### src/rtl/sap1_pkg.sv
// Shared constants for the SAP-1 control sequencer: opcodes, control-bit
// positions, ring states and the control words emitted in each T-state.
package sap1_pkg;

  localparam logic [3:0] OP_LDA = 4'h0;
  localparam logic [3:0] OP_ADD = 4'h1;
  localparam logic [3:0] OP_SUB = 4'h2;
  localparam logic [3:0] OP_OUT = 4'hE;
  localparam logic [3:0] OP_HLT = 4'hF;

  // Bit positions inside CONTROL, MSB first: Cp Ep Lm_n Ce_n Li_n Ei_n La_n Ea Su Eu Lb_n Lo_n
  localparam int CP   = 11;
  localparam int EP   = 10;
  localparam int LM_N = 9;
  localparam int CE_N = 8;
  localparam int LI_N = 7;
  localparam int EI_N = 6;
  localparam int LA_N = 5;
  localparam int EA   = 4;
  localparam int SU   = 3;
  localparam int EU   = 2;
  localparam int LB_N = 1;
  localparam int LO_N = 0;

  localparam logic [11:0] NOP_W     = 12'h3E3;
  localparam logic [11:0] W_T1      = 12'h5E3;
  localparam logic [11:0] W_T2      = 12'hBE3;
  localparam logic [11:0] W_T3      = 12'h263;
  localparam logic [11:0] W_MEM_T4  = 12'h1A3;
  localparam logic [11:0] W_LDA_T5  = 12'h2C3;
  localparam logic [11:0] W_ALU_T5  = 12'h2E1;
  localparam logic [11:0] W_ADD_T6  = 12'h3C7;
  localparam logic [11:0] W_SUB_T6  = 12'h3CF;
  localparam logic [11:0] W_OUT_T4  = 12'h3F2;

  localparam logic [5:0] ST_T1 = 6'b000001;
  localparam logic [5:0] ST_T2 = 6'b000010;
  localparam logic [5:0] ST_T3 = 6'b000100;
  localparam logic [5:0] ST_T4 = 6'b001000;
  localparam logic [5:0] ST_T5 = 6'b010000;
  localparam logic [5:0] ST_T6 = 6'b100000;

  function automatic logic is_one_hot(input logic [5:0] s);
    return (s != 6'b0) && ((s & (s - 6'd1)) == 6'b0);
  endfunction

endpackage

### src/rtl/sap1_control_matrix_if.sv
// Bundle between the sequencer and the SAP-1 datapath.
// No handshake: CONTROL is valid for the whole T-state and the datapath
// registers consume it on the rising clock edge inside that state.
interface sap1_control_matrix_if;
  logic [3:0]  OPCODE;
  logic [11:0] CONTROL;
  logic [5:0]  T_STATE;
  logic        HLT;

  modport master (input OPCODE, output CONTROL, output T_STATE, output HLT);
  modport slave  (output OPCODE, input CONTROL, input T_STATE, input HLT);
endinterface

### src/rtl/sap1_ring_counter.sv
// Six-state one-hot T-state ring, advancing on the falling clock edge.
// A non-one-hot state (e.g. after an upset) is forced back to T1.
module sap1_ring_counter
  import sap1_pkg::*;
(
  input  logic       Clk,
  input  logic       Clr_n,
  input  logic       hold,
  output logic [5:0] T_STATE
);

  logic [5:0] state;

  always_ff @(negedge Clk or negedge Clr_n) begin
    if (!Clr_n) begin
      state <= ST_T1;
    end else if (!is_one_hot(state)) begin
      state <= ST_T1;
    end else if (!hold) begin
      state <= {state[4:0], state[5]};
    end
  end

  assign T_STATE = state;

endmodule

### src/rtl/sap1_control_matrix.sv
// SAP-1 control sequencer: ring counter, halted flag and the combinational
// decode of (T-state, opcode, halted) into the 12-bit control word.
module sap1_control_matrix
  import sap1_pkg::*;
(
  input  logic                   Clk,
  input  logic                   Clr_n,
  sap1_control_matrix_if.master  bus
);

  logic [5:0]  t_state;
  logic        halted;
  logic        hlt_decode;
  logic        hold;
  logic [11:0] control;

  // HLT shows up combinationally in T4; the flag keeps it asserted after the
  // opcode input is no longer trusted and keeps the ring frozen.
  assign hlt_decode = (t_state == ST_T4) && (bus.OPCODE == OP_HLT);
  assign hold       = halted | hlt_decode;

  always_ff @(negedge Clk or negedge Clr_n) begin
    if (!Clr_n) begin
      halted <= 1'b0;
    end else if (hlt_decode) begin
      halted <= 1'b1;
    end
  end

  sap1_ring_counter u_ring (
    .Clk     (Clk),
    .Clr_n   (Clr_n),
    .hold    (hold),
    .T_STATE (t_state)
  );

  always_comb begin
    control = NOP_W;
    case (t_state)
      ST_T1: control = W_T1;
      ST_T2: control = W_T2;
      ST_T3: control = W_T3;
      ST_T4: begin
        if (!halted) begin
          case (bus.OPCODE)
            OP_LDA, OP_ADD, OP_SUB: control = W_MEM_T4;
            OP_OUT:                 control = W_OUT_T4;
            default:                control = NOP_W;
          endcase
        end
      end
      ST_T5: begin
        case (bus.OPCODE)
          OP_LDA:         control = W_LDA_T5;
          OP_ADD, OP_SUB: control = W_ALU_T5;
          default:        control = NOP_W;
        endcase
      end
      ST_T6: begin
        case (bus.OPCODE)
          OP_ADD:  control = W_ADD_T6;
          OP_SUB:  control = W_SUB_T6;
          default: control = NOP_W;
        endcase
      end
      default: control = NOP_W;
    endcase
  end

  assign bus.CONTROL = control;
  assign bus.T_STATE = t_state;
  assign bus.HLT     = hold;

endmodule

### src/flat_wrapper.sv
// flat-port wrapper written by rule: the top's interface ports become plain ports
module sap1_control_matrix_flat import sap1_pkg::*;
  (Clk, Clr_n, bus_OPCODE, bus_CONTROL, bus_T_STATE, bus_HLT);
  sap1_control_matrix_if bus_i ();
  input  logic Clk;
  input  logic Clr_n;
  input wire logic [$bits(bus_i.OPCODE)-1:0] bus_OPCODE;
  output wire logic [$bits(bus_i.CONTROL)-1:0] bus_CONTROL;
  output wire logic [$bits(bus_i.T_STATE)-1:0] bus_T_STATE;
  output wire logic [$bits(bus_i.HLT)-1:0] bus_HLT;
  assign bus_i.OPCODE = bus_OPCODE;
  assign bus_CONTROL = bus_i.CONTROL;
  assign bus_T_STATE = bus_i.T_STATE;
  assign bus_HLT = bus_i.HLT;
  sap1_control_matrix u_core (.Clk(Clk), .Clr_n(Clr_n), .bus(bus_i));
endmodule
### config.mk
export PLATFORM = sky130hd
export DESIGN_NAME = sap1_control_matrix_flat
export DESIGN_NICKNAME = d
export VERILOG_FILES = /design/src/rtl/sap1_pkg.sv /design/src/rtl/sap1_control_matrix_if.sv /design/src/rtl/sap1_ring_counter.sv /design/src/rtl/sap1_control_matrix.sv /design/src/flat_wrapper.sv
export SDC_FILE = /design/constraint.sdc
export NUM_CORES = 1
export LEC_CHECK = 0
export ABC_AREA = 1
export BUFFER_PORTS_ARGS = -buffer_cell sky130_fd_sc_hd__buf_2
export CAP_MARGIN = 10
export CELL_PAD_IN_SITES_DETAIL_PLACEMENT = 1
export CELL_PAD_IN_SITES_GLOBAL_PLACEMENT = 1
export CORE_UTILIZATION = 31
export DETAILED_ROUTE_END_ITERATION = 6
export PLACE_DENSITY_LB_ADDON = 0.25
export RECOVER_POWER = 50
export SLEW_MARGIN = 20
export SYNTH_ARGS = -nofsm -noshare
export SYNTH_HDL_FRONTEND = slang
export SYNTH_SLANG_ARGS = --single-unit
### constraint.sdc
create_clock -name Clk -period 1.75 [get_ports Clk]
set_clock_uncertainty 0.2 [all_clocks]
set_input_delay 0.35 -clock Clk [delete_from_list [all_inputs] [get_ports Clk]]
set_output_delay 0.35 -clock Clk [all_outputs]
set_load 0.02 [all_outputs]
==> results of run 1 <==
-- cell families after synthesis --
| kind of cell | synth area share |
|---|---|
| compound gates | 0.0630 |
| buf+inv | 0.109 |
| flops | 0.269 |
| simple gates | 0.559 |
-- per-stage QoR --
step           TNS [ps]  area, um^2   util  hold WS [ps]  worst slack (ps)
2_1_floorplan    -15510         719      -           276             -1030
3_3_place_gp     -18860        1110  0.562           393             -1090
3_5_place_dp     -19610        1110  0.562           408             -1120
==> results, run 1 <==
- The synthesized instance count is 108.
- The last stage reached is clock tree synthesis (4_1_cts).
- Buffers added to address setup during post-CTS repair amount to 13.
- Measured along the y axis, the die boundary spans 48.0 um.
- The number of buffers added by the clock tree synthesis step is 3.
- The number of hold buffers added after CTS was 0.
- The share of synthesized flip-flops with an asynchronous set or reset is 1.00.
- The post-DP HPWL is 2020 um.
- The first error in the log reads "[ERROR DPL-0033] detailed placement checks failed during check placement".
- The mapped netlist covers 656 um^2.
- The run stopped with a tool error.
- Counting along the longest clock path gives a buffer depth of 2.
- The area fraction of the dominant cell type after synthesis is 0.229.
- Averaged over all synthesized cells, the footprint is 6.07 um^2.
- The congestion estimate from routability-driven global placement came to 0.887.
- The leading register cell type out of synthesis is sky130_fd_sc_hd__dfrtn_1.
- In the post-synthesis netlist, the cell with the most instances is sky130_fd_sc_hd__nand2_1.
- The horizontal die dimension is 48.0 um.
- The sequential-to-total area share from yosys stat is 0.269.
- The synthesized net count is 114.
- The biggest area contributor in the post-synthesis netlist is sky130_fd_sc_hd__dfrtn_1.
- Synthesis instantiated 21 different standard cells from the library.
- The number of gates resized after CTS is 77.
- The standard-cell row count is 16.
- The number of synthesis warnings is 0.
- By area the synthesized netlist is led by sky130_fd_sc_hd__dfrtn_1 (23%), sky130_fd_sc_hd__nand2_1 (21%), sky130_fd_sc_hd__inv_1 (10%), sky130_fd_sc_hd__nor2_1 (7.4%), sky130_fd_sc_hd__nand3_1 (6.9%).
- In the synthesized netlist, the cells that appear most often are sky130_fd_sc_hd__nand2_1 (36), sky130_fd_sc_hd__inv_1 (18), sky130_fd_sc_hd__nor2_1 (13).
- Counting every sink on the clock net gives 7.
- Yosys mapped a number of flops with a built-in enable equal to 0.
- The number of input and output port buffers inserted is 24.
- The count of boundary I/O pins is 25.
- The total instance count after detailed placement is 191.
- The flip-flop and latch count after synthesis is 7.
- The initial cell density of the core is 0.331.
- In this run the clock root is driven by a sky130_fd_sc_hd__clkbuf_4.
- CTS built an H-tree with a depth of 1.
==> run 2, diff against run 1 <==
--- a/config.mk
+++ b/config.mk
@@ -8,11 +8,10 @@
 export ABC_AREA = 1
 export BUFFER_PORTS_ARGS = -buffer_cell sky130_fd_sc_hd__buf_2
 export CAP_MARGIN = 10
-export CELL_PAD_IN_SITES_DETAIL_PLACEMENT = 1
-export CELL_PAD_IN_SITES_GLOBAL_PLACEMENT = 1
-export CORE_UTILIZATION = 31
+export CORE_AREA = 2 2 63 65
 export DETAILED_ROUTE_END_ITERATION = 6
-export PLACE_DENSITY_LB_ADDON = 0.25
+export DIE_AREA = 0 0 65 67
+export PLACE_DENSITY_LB_ADDON = 0.15
 export RECOVER_POWER = 50
 export SLEW_MARGIN = 20
 export SYNTH_ARGS = -nofsm -noshare
==> run 2 against run 1 <==
Compared with the run above:
- the flow now finishes, with violations (setup timing)
- synthesized cell count is the same
- area after synthesis is the same
==> results, run 2 <==
- The via count of the first global-routing pass is 966.
- The final antenna diode count is 0.
- The area fraction of the dominant cell type after synthesis came to 0.229 (unchanged).
- STA classifies the critical path startpoint as a flip-flop.
- Top post-synthesis cells by count: sky130_fd_sc_hd__nand2_1 (36), sky130_fd_sc_hd__inv_1 (18), sky130_fd_sc_hd__nor2_1 (13) (unchanged).
- Traced cell by cell, the critical path runs through nor2_4 -> nand2_1 -> nor2_2 -> o21ai_1 -> nand2_1 -> nor2_2 -> nand3_2 -> buf_6.
- Leading cell types by total area after synthesis: sky130_fd_sc_hd__dfrtn_1 (23%), sky130_fd_sc_hd__nand2_1 (21%), sky130_fd_sc_hd__inv_1 (10%), sky130_fd_sc_hd__nor2_1 (7.4%), sky130_fd_sc_hd__nand3_1 (6.9%) (unchanged).
- The initial antenna violation count is 0.
- The met2 usage in global routing is 0.220.
- The number of max-cap violations is 0.
- The total number of H-tree levels came to 1 (unchanged).
- The post-detailed-route wirelength per cell is 11.1 um.
- The horizontal die dimension is 65 um (was 48.0 um).
- The die extent in y is 67 um (was 48.0 um).
- The root buffer selected by CTS is sky130_fd_sc_hd__clkbuf_8 (was sky130_fd_sc_hd__clkbuf_4).
- Hold timing on the final database bottoms out at a slack of 426 ps.
- The average footprint of a synthesized cell is 6.07 um^2 (unchanged).
- The library cell with the highest instance count after synthesis is sky130_fd_sc_hd__nand2_1 (unchanged).
- Overall power consumption after layout is estimated at 439 uW.
- The largest driver fanout on the critical path is 8.
- For this run, the detailed router's first-pass iteration total came to 4.
- On the critical path, the stage with the largest delay is an instance of sky130_fd_sc_hd__dfrtn_1.
- After detailed routing, the number of remaining DRC violations is 0.
- The post-synthesis cell type count is 21 (unchanged).
- The count of boundary I/O pins was 25 (unchanged).
- The synthesized net count is 114 (unchanged).
- The CTS tree is done.
- met2 is the most crowded layer.
- The flip-flop and latch count after synthesis came to 7 (unchanged).
- The total instance count after detailed placement is 213 (was 191).
- Across every metal layer, demand over resource in global routing totals 0.123.
- Leaving out fill and tap cells, the most frequent cells in the layout are sky130_fd_sc_hd__buf_6 (34), sky130_fd_sc_hd__buf_4 (34), sky130_fd_sc_hd__nand2_1 (21).
- The maximum count of clock buffers along a single path is 2 (unchanged).
- The worst path setup slack after routing is -1250 ps.
- Setup repair after global routing could not meet its margin everywhere.
- The pre-CTS worst setup slack is -1020 ps (was -1120 ps).
- The clock-pin slew of the registers on the worst-case setup and hold paths is 30 ps.
- For this run the aggregate overflow at the end of global routing stands at 0.
- The data required time of the critical path is 1200 ps.
- The count of flip-flops with a built-in enable after synthesis is 0 (unchanged).
- The sequential-to-total area share from yosys stat came to 0.269 (unchanged).
- The met3 track demand over resource in global routing is 0.0169.
- The die footprint is 4360 um^2.
- The power density over the cells is 269 nW/um^2.
- STA classifies the critical path endpoint as a primary output.
- The number of endpoints failing setup at the final stage is 26.
- Run status: finished with violations (was aborted with a tool error).
- The finished layout holds 230 standard cells, fillers aside.
- The total standard cell area after synthesis was 656 um^2 (unchanged).
- The cell type with the highest aggregate area in the netlist is sky130_fd_sc_hd__dfrtn_1 (unchanged).
- For the worst-skew pair, the clock arrives at the later sink with an insertion delay of 280 ps.
- The first global-routing pass estimated 4120 um of wire.
- The final estimated routing congestion in global placement is 0.850 (was 0.887).
- At the end of the flow, the number of nets in the layout was 189.
- The maximum number of pins on one net before global-route repair is 9.
- In this run, the number of DRC markers left after iteration 0 of detailed routing was 30.
- The number of hold violations in the final report came to 0.
- The checks that failed: setup timing.
- The final antenna-violating net count is 0.
- The number of synthesis warnings is 0 (unchanged).
- The initial cell density of the core was 0.182 (was 0.331).
- The number of buffers added by the clock tree synthesis step is 3 (unchanged).
- Dividing the detail-routed via count by the number of cells gives 4.09.
- For the pin with the worst max-slew slack, the measured transition is 405 ps.
- The standard-cell row count came to 22 (was 16).
- The arrival time at the worst endpoint is 2450 ps.
- In the final layout, the share of cells above drive strength 1 is 0.687.
- The number of input and output port buffers inserted is 24 (unchanged).
- For this run, global-route usage on met1 was measured as 0.145.
- For this block, the routed nets add up to 2550 um of wire.
- The analysis attributes to cell leakage a power of 0.810 nW.
- The tightest min-delay check is of the reg -> reg type.
- The utilization after layout is 0.453.
- The clock sink total is 7 (unchanged).
- IR analysis of the VDD net gives a maximum drop of 0.000204 V.
- The synthesized instance count is 108 (unchanged).
- For this block, the via count after detailed routing is 940.
- The number of filler instances in the final layout is 361.
- The maximum cell stage delay along the critical path is 530 ps.
- The region available for standard cell placement spans 3610 um^2.
- The headroom to the max-slew limit is 0.730.
- Relative to the synthesized area, the layout overhead comes to 149%.
- The post-DP HPWL is 1810 um (was 2020 um).
- The final-report max-slew violation count is 0.
- The category of the most critical setup path is reg -> out.
- The leading register cell type out of synthesis is sky130_fd_sc_hd__dfrtn_1 (unchanged).
- The share of synthesized flip-flops with an asynchronous set or reset was 1.00 (unchanged).
- The flip-flop count of the largest register, all copies and words added is 6.
-- run 2: cell counts after synthesis --
No cell type changed its count.
-- run 2: layout make-up --
| cell class | count | area (um^2) | area share |
|---|---|---|---|
| Inverter | 18 | 72.6 | 0.0444 |
| Clock buffer | 3 | 41.3 | 0.0253 |
| Multi-Input combinational cell | 82 | 619 | 0.379 |
| Tap cell | 48 | 60.1 | 0.0368 |
| Sequential cell | 7 | 176 | 0.108 |
| Clock inverter | 2 | 7.51 | 0.00459 |
| Timing Repair Buffer | 70 | 657 | 0.402 |
-- run 2: final timing paths --
check | startpoint | slack, ps | cells after the start | end
max in group asynchronous | Clr_n | 390 | 1 | u_core.u_ring.T_STATE[0]
setup reg to reg | u_core.u_ring.T_STATE[0] | -170 | 11 | u_core.u_ring.T_STATE[4]
min in group asynchronous | Clr_n | 570 | 1 | u_core.halted
setup / recovery | u_core.u_ring.T_STATE[4] | -1250 | 8 | bus_CONTROL[6]
hold / removal | u_core.u_ring.T_STATE[4] | 430 | 2 | u_core.u_ring.T_STATE[4]
hold reg to reg | u_core.u_ring.T_STATE[4] | 430 | 2 | u_core.u_ring.T_STATE[4]
-- run 2: repair_timing --
item | 4_1_cts | 5_1_grt
pin swaps | 17 | 4
buffers inserted | 8 | 8
endpoints found under the setup margin | 26 | 26
hold buffers | 0 | 0
gates cloned | 0 | 0
gates resized for setup | 72 | 23
-- run 2: critical path, delay by kind of cell (launching register included) --
family / cells / cell delay, ps
AOI/OAI and AO/OA: 1 / 70
buffers and inverters: 1 / 140
DFF: 1 / 530
and+or+nand+nor: 6 / 590
-- run 2: cells by family after synthesis --
kind of cell           Yosys count  synth area share
and+or+nand+nor                 75             0.559
buffers and inverters           19             0.109
AOI/OAI and AO/OA                7            0.0630
DFF                              7             0.269
-- run 2: where the power goes --
part           internal, mW  switching [mW]
logic                0.0243          0.0233
registers             0.164               0
clock network         0.155          0.0729
total                 0.343          0.0963
-- run 2: through the flow --
step / instance area, um^2 / setup TNS [ps]
2_1_floorplan: 719 / -15510
3_3_place_gp: 1150 / -19390
3_5_place_dp: 1150 / -19070
4_1_cts: 1500 / -21450
5_1_grt: 1630 / -22900
6_report: 1630 / -21460
-- run 2: layer usage --
| layer | vias up | share of wire |
|---|---|---|
| met5 | - | 0 |
| met1 | 450 | 0.42 |
| met3 | 2 | 0.015 |
| met2 | 8 | 0.56 |
| met4 | 0 | 0.0031 |
| li1 | 480 | - |
Note: power is estimated with default switching activity, not from simulation.
